`src/rtl/reg_bank_ctl.sv`:
```
// reg_bank_ctl: bank of NREG registers of WIDTH bits between the common bus and
// the ALU. One register per cycle (picked by WSEL) can be cleared, loaded,
// incremented or decremented. CLRALL clears the whole bank. DR is a registered,
// write-through read port, and CO/ZR/SATF are status flags for the sequencer.
module reg_bank_ctl #(
  parameter  int WIDTH = 16,
  parameter  int NREG  = 4,
  parameter  bit SAT   = 1'b0,
  parameter  int STEP  = 1,
  localparam int SELW  = $clog2(NREG)
) (
  input  logic             CLK,
  input  logic             RST_N,
  input  logic [WIDTH-1:0] inDR,
  input  logic [SELW-1:0]  WSEL,
  input  logic             LD,
  input  logic             INR,
  input  logic             DEC,
  input  logic             CLR,
  input  logic             CLRALL,
  input  logic [SELW-1:0]  RSEL,
  output logic [WIDTH-1:0] DR,
  output logic             CO,
  output logic             ZR,
  output logic             SATF
);

  localparam logic [WIDTH:0] stepExt = (WIDTH+1)'(STEP);

  typedef enum logic [2:0] {
    OP_NONE,
    OP_CLRALL,
    OP_CLR,
    OP_LD,
    OP_INR,
    OP_DEC
  } opKind_t;

  logic [WIDTH-1:0] regs [NREG];
  logic             satfQ;

  opKind_t          op;
  logic [WIDTH-1:0] curVal;
  logic [WIDTH:0]   sum;
  logic [WIDTH:0]   diff;
  logic [WIDTH-1:0] nextVal;
  logic [WIDTH-1:0] nextDr;
  logic             wrEn;
  logic             nextCo;
  logic             nextSatf;

  assign curVal = regs[WSEL];
  assign sum    = {1'b0, curVal} + stepExt;
  // The top bit of the extended difference is the borrow (curVal < STEP).
  assign diff   = {1'b0, curVal} - stepExt;

  // Resolve the single operation for this cycle: CLRALL > CLR > LD > INR/DEC.
  always_comb begin
    if (CLRALL)           op = OP_CLRALL;
    else if (CLR)         op = OP_CLR;
    else if (LD)          op = OP_LD;
    else if (INR && !DEC) op = OP_INR;
    else if (DEC && !INR) op = OP_DEC;
    else                  op = OP_NONE;
  end

  // Next value of the selected register and next carry/saturation flags.
  always_comb begin
    // NOTE: every output gets a default first, so no path can leave one unassigned and infer a latch.
    wrEn     = 1'b0;
    nextVal  = curVal;
    nextCo   = CO;
    nextSatf = satfQ;
    case (op)
      OP_CLRALL: begin
        nextCo   = 1'b0;
        nextSatf = 1'b0;
      end
      OP_CLR: begin
        wrEn     = 1'b1;
        nextVal  = '0;
        nextCo   = 1'b0;
        nextSatf = 1'b0;
      end
      OP_LD: begin
        wrEn    = 1'b1;
        nextVal = inDR;
      end
      OP_INR: begin
        wrEn = 1'b1;
        if (SAT && sum[WIDTH]) begin
          nextVal  = '1;
          nextCo   = 1'b1;
          nextSatf = 1'b1;
        end else begin
          nextVal  = sum[WIDTH-1:0];
          nextCo   = sum[WIDTH];
          nextSatf = 1'b0;
        end
      end
      OP_DEC: begin
        wrEn   = 1'b1;
        nextCo = diff[WIDTH];
        if (SAT && diff[WIDTH]) begin
          nextVal  = '0;
          nextSatf = 1'b1;
        end else begin
          nextVal  = diff[WIDTH-1:0];
          nextSatf = 1'b0;
        end
      end
      default: ;
    endcase
  end

  // Read port sees the post-update value, so a same-cycle write shows through.
  always_comb begin
    if (op == OP_CLRALL)           nextDr = '0;
    else if (wrEn && RSEL == WSEL) nextDr = nextVal;
    else                           nextDr = regs[RSEL];
  end

  // Bank, read register and flags.
  always_ff @(posedge CLK or negedge RST_N) begin
    if (!RST_N) begin
      // NOTE: the bank is small and must read back as zero after reset, so every entry is reset rather than left uninitialised like a RAM.
      for (int i = 0; i < NREG; i++) regs[i] <= '0;
      DR    <= '0;
      CO    <= 1'b0;
      satfQ <= 1'b0;
    end else begin
      // NOTE: non-blocking assignments make every register here sample pre-edge values, independent of statement order.
      for (int i = 0; i < NREG; i++) begin
        if (op == OP_CLRALL)                 regs[i] <= '0;
        else if (wrEn && WSEL == SELW'(i))   regs[i] <= nextVal;
      end
      DR    <= nextDr;
      CO    <= nextCo;
      satfQ <= nextSatf;
    end
  end

  assign ZR   = (DR == '0);
  assign SATF = SAT ? satfQ : 1'b0;

endmodule

```
`config.mk`:
```
export PLATFORM = sky130hd
export DESIGN_NAME = reg_bank_ctl
export DESIGN_NICKNAME = d
export VERILOG_FILES = /design/src/rtl/reg_bank_ctl.sv
export SDC_FILE = /design/constraint.sdc
export NUM_CORES = 1
export LEC_CHECK = 0
export CORE_ASPECT_RATIO = 0.7
export CORE_MARGIN = 4
export CORE_UTILIZATION = 47
export DETAILED_ROUTE_END_ITERATION = 6
export GPL_TIMING_DRIVEN = 0
export HOLD_SLACK_MARGIN = 0.12
export PLACE_DENSITY = 0.75
export SYNTH_ARGS = -nofsm -noshare
export SYNTH_HDL_FRONTEND = slang
export SYNTH_SLANG_ARGS = --single-unit
```
`constraint.sdc`:
```
create_clock -name CLK -period 2.87 [get_ports CLK]
set_clock_uncertainty 0.2 [all_clocks]
set_input_delay 0.861 -clock CLK [delete_from_list [all_inputs] [get_ports CLK]]
set_output_delay 0.861 -clock CLK [all_outputs]
set_load 0.05 [all_outputs]
```
==> results.md <==
• 0 — count of yosys warnings during synthesis
• 6.71 — via density per instance
• 0.945 — gp weighted congestion
• 26.7 mm — global-route wire length before repair
• 5 — iteration count of the initial detailed-routing pass
• 18.2 mm — aggregate routed wire length
• 132 um — horizontal extent of the die
• 617 — count of nets after finishing
• sky130_fd_sc_hd__dfrtp_1 — top_reg_cell synth
• 60 ps — clock-pin slew on the worst setup and hold paths
• 40.0% — Seq/Total Area, Yosys
• 28.3% — Total GRT Usage
• 12.0 mm — half-perimeter wire length of the detailed placement result
• 0.00507 mm2 — combined area of all synthesized cells
• -417 ps — worst path setup slack after routing
• 31 — floorplan row count
• 0 — number of enable-type register cells in the synthesized netlist
• 0 — antenna violations before repair
• 0.0104 mm2 — core box area
• 0 — Antenna Cells
• 345 uV — worst supply voltage drop on vdd
• 3 — H-tree Lvls
• 0.00277 uW — static leakage
• 499 — gate count after technology mapping
• 115% — Final Cycle Share
• 45 — maximum number of pins on one net before global-route repair
• 4,673 — via count of the first global-routing pass
• input pin to register — critical path type
• 10.2 um2 — average footprint of a synthesized cell
• 9 — total clock buffers created by CTS
• 4,842 — routed vias
• 0 — number of remaining DRC errors
• 0 — final global-route overflow total
• 65.9% — Util after Layout
• 2 — Clock Tree Buf Depth
• finished with violations — status
• 2870 ps — Req. time, crit path
• 47.7% — Slew HR
• 0.0125 mm2 — die outline area
• 0 — Max Slew Vio Count
• 3290 ps — arrival time worst endpoint
• 81 — number of synthesized register bits
• 38.0% — fraction of layout instances using a drive strength above 1
• 0 — max capacitance violation total
• input pin — crit start category
• 70 — Setup violations, final
• 790 — number of filler cells placed in the layout
• 100% — proportion of register bits with asynchronous set or reset after synthesis
• register — element type at the critical path end
• 724 — violation count after the first detailed-routing iteration
• 25.2 um — average detailed-routed wire length per instance
• 471 mW/mm2 — power per cell area
• 0 — hold bufs inserted after CTS
• 0 — number of routed nets with antenna violations
• setup timing — violations in the final reports
• 3240 uW — Overall Power
• 6 — largest fanout of any net on the critical path
• 785 ps — slew at the pin with the worst max-slew slack
• 81 — sinks on the clock net
• 46 — number of ports placed on the die boundary
• input pin to asynchronous set/reset pin — path category of the worst min-delay check
• 48.6% — starting density of the core
• yes — setup repair after global routing missed its margin
• 94.9 um — Die Ht
• 0.304 GHz — maximum achievable frequency
• built — CTS tree
• 340 ps — worst skew pair latency
• 38 — count of input and output buffers
• 529 — synthesized net count
• sky130_fd_sc_hd__clkbuf_16 — cell at the root of the clock tree
• 35.7% — area added between synthesis and finish
• 64 — number of distinct library cells after synthesis
• 3290 ps — final critical-path required period
• 0 — Final Hold Viols
## report_power, final
part / switching [uW] / internal, uW / leakage, uW / total [uW]
clock network: 474 / 664 / 0.000133 / 1140
registers: 47.3 / 1190 / 0.00111 / 1240
logic: 506 / 351 / 0.00152 / 857
total: 1030 / 2210 / 0.00277 / 3240
## Yosys cell counts (all sizes together) (2+ instances only)
master  instances  area (um2)
o21ai          84         435
dfrtp          81        2030
nand3          75         393
mux4           32         732
clkbuf         31         116
a21oi          27         139
nor2           24        92.6
nand2          18        70.1
xnor2          15         131
nor3           12        75.1
nor4           10        98.8
xor2           10        87.6
buf             9        67.6
mux2i           9        90.1
inv             8        30.0
o211ai          5        37.5
o221a           5        65.1
ha              3        37.5
nand3b          3        26.3
nand4           3        18.8
or2             3        18.8
or3             3        18.8
and2            2        12.5
and4            2        17.5
nor3b           2        15.0
o211a           2        20.0
or4b            2        27.5
## registers in the layout, summed over array words and instances, names as in the netlist
| name | flops |
|---|---|
| DR | 16 |
| regs | 64 |
| CO | 1 |
## repair_timing
| action | in CTS | in global routing |
|---|---|---|
| gates resized for setup | 100 | 58 |
| endpoints found under the hold margin | 0 | 0 |
| pin swaps | 29 | 26 |
| endpoints found under the setup margin | 82 | 77 |
| setup buffers | 27 | 14 |
## layer usage
metal / track usage [%] / share of wire (%)
met5: 0 / 0
met4: 11.2 / 3.2
met3: 9.58 / 12
met2: 42.4 / 45
met1: 38.1 / 40
## cells in the final DEF (no fill, tap or decap), types with 4 or more instances in the layout
master,count
sky130_fd_sc_hd__clkdlybuf4s50_1,33
sky130_fd_sc_hd__buf_12,7
sky130_fd_sc_hd__clkbuf_2,13
sky130_fd_sc_hd__clkbuf_1,12
sky130_fd_sc_hd__mux4_2,30
sky130_fd_sc_hd__nor2_4,6
sky130_fd_sc_hd__nor2_1,15
sky130_fd_sc_hd__a21oi_1,14
sky130_fd_sc_hd__xnor2_1,13
sky130_fd_sc_hd__o211ai_1,5
sky130_fd_sc_hd__buf_4,27
sky130_fd_sc_hd__o21ai_2,30
sky130_fd_sc_hd__mux2i_1,9
sky130_fd_sc_hd__inv_1,5
sky130_fd_sc_hd__a21oi_2,11
sky130_fd_sc_hd__nor3_2,5
sky130_fd_sc_hd__o221a_2,4
sky130_fd_sc_hd__nand2_1,15
sky130_fd_sc_hd__nand3_1,73
sky130_fd_sc_hd__nor4_4,5
sky130_fd_sc_hd__nor3_4,4
sky130_fd_sc_hd__clkbuf_16,9
sky130_fd_sc_hd__o21ai_1,39
sky130_fd_sc_hd__dfrtp_1,81
sky130_fd_sc_hd__o21ai_0,14
sky130_fd_sc_hd__buf_6,12
sky130_fd_sc_hd__xor2_1,8
## logic make-up (layout without fill, tap and decap cells)
group / after synthesis / after routing / synth area share, %
simple gates: 162 / 162 / 17.9
compound gates: 137 / 137 / 16.3
flops: 81 / 81 / 40.0
buf+inv: 48 / 139 / 4.22
mux: 42 / 42 / 16.4
xor+xnor: 25 / 25 / 4.32
fa+ha+maj: 3 / 3 / 0.740
other cells: 1 / 1 / 0.0740
## per-stage QoR
step	std cells	worst slack [ps]	hold slack [ps]	cell area [um2]	TNS (ps)
2_1_floorplan	499	-415	278	5160	-15380
3_3_place_gp	669	-1990	295	5710	-222310
3_5_place_dp	670	-972	295	5730	-64640
4_1_cts	710	-322	295	6560	-12450
5_1_grt	722	-420	327	6880	-21170
6_report	722	-417	281	6880	-18060
## final timing paths
check	to	from	depth (start not counted)	slack, ps
min in group CLK	regs[31]	regs[31]	2	330
hold reg to reg	regs[31]	regs[31]	2	330
setup / recovery	regs[46]	WSEL[0]	12	-420
setup reg to reg	regs[46]	regs[33]	10	-70
max in group asynchronous	DR[14]	RST_N	2	1590
hold / removal	regs[25]	RST_N	1	280
## area by class of cell
type | instances | area (um2) | share of cell area, %
Multi-Input combinational cell | 370 | 3340 | 48.6
Tap cell | 132 | 165 | 2.40
Sequential cell | 81 | 2030 | 29.5
Inverter | 8 | 30.0 | 0.437
Clock inverter | 5 | 58.8 | 0.855
Timing Repair Buffer | 79 | 787 | 11.4
Clock buffer | 9 | 225 | 3.27
Buffer | 38 | 241 | 3.51
## critical path: stages
cell	delay, ps
sky130_fd_sc_hd__buf_12	90
sky130_fd_sc_hd__buf_12	120
sky130_fd_sc_hd__mux4_2	610
sky130_fd_sc_hd__inv_2	130
sky130_fd_sc_hd__ha_4	160
sky130_fd_sc_hd__and4b_2	280
sky130_fd_sc_hd__o21ai_4	100
sky130_fd_sc_hd__o211ai_1	260
sky130_fd_sc_hd__o31ai_2	130
sky130_fd_sc_hd__a211oi_2	270
sky130_fd_sc_hd__buf_4	210
sky130_fd_sc_hd__o21ai_1	60
No activity file was read; power rests on OpenSTA's default activity.
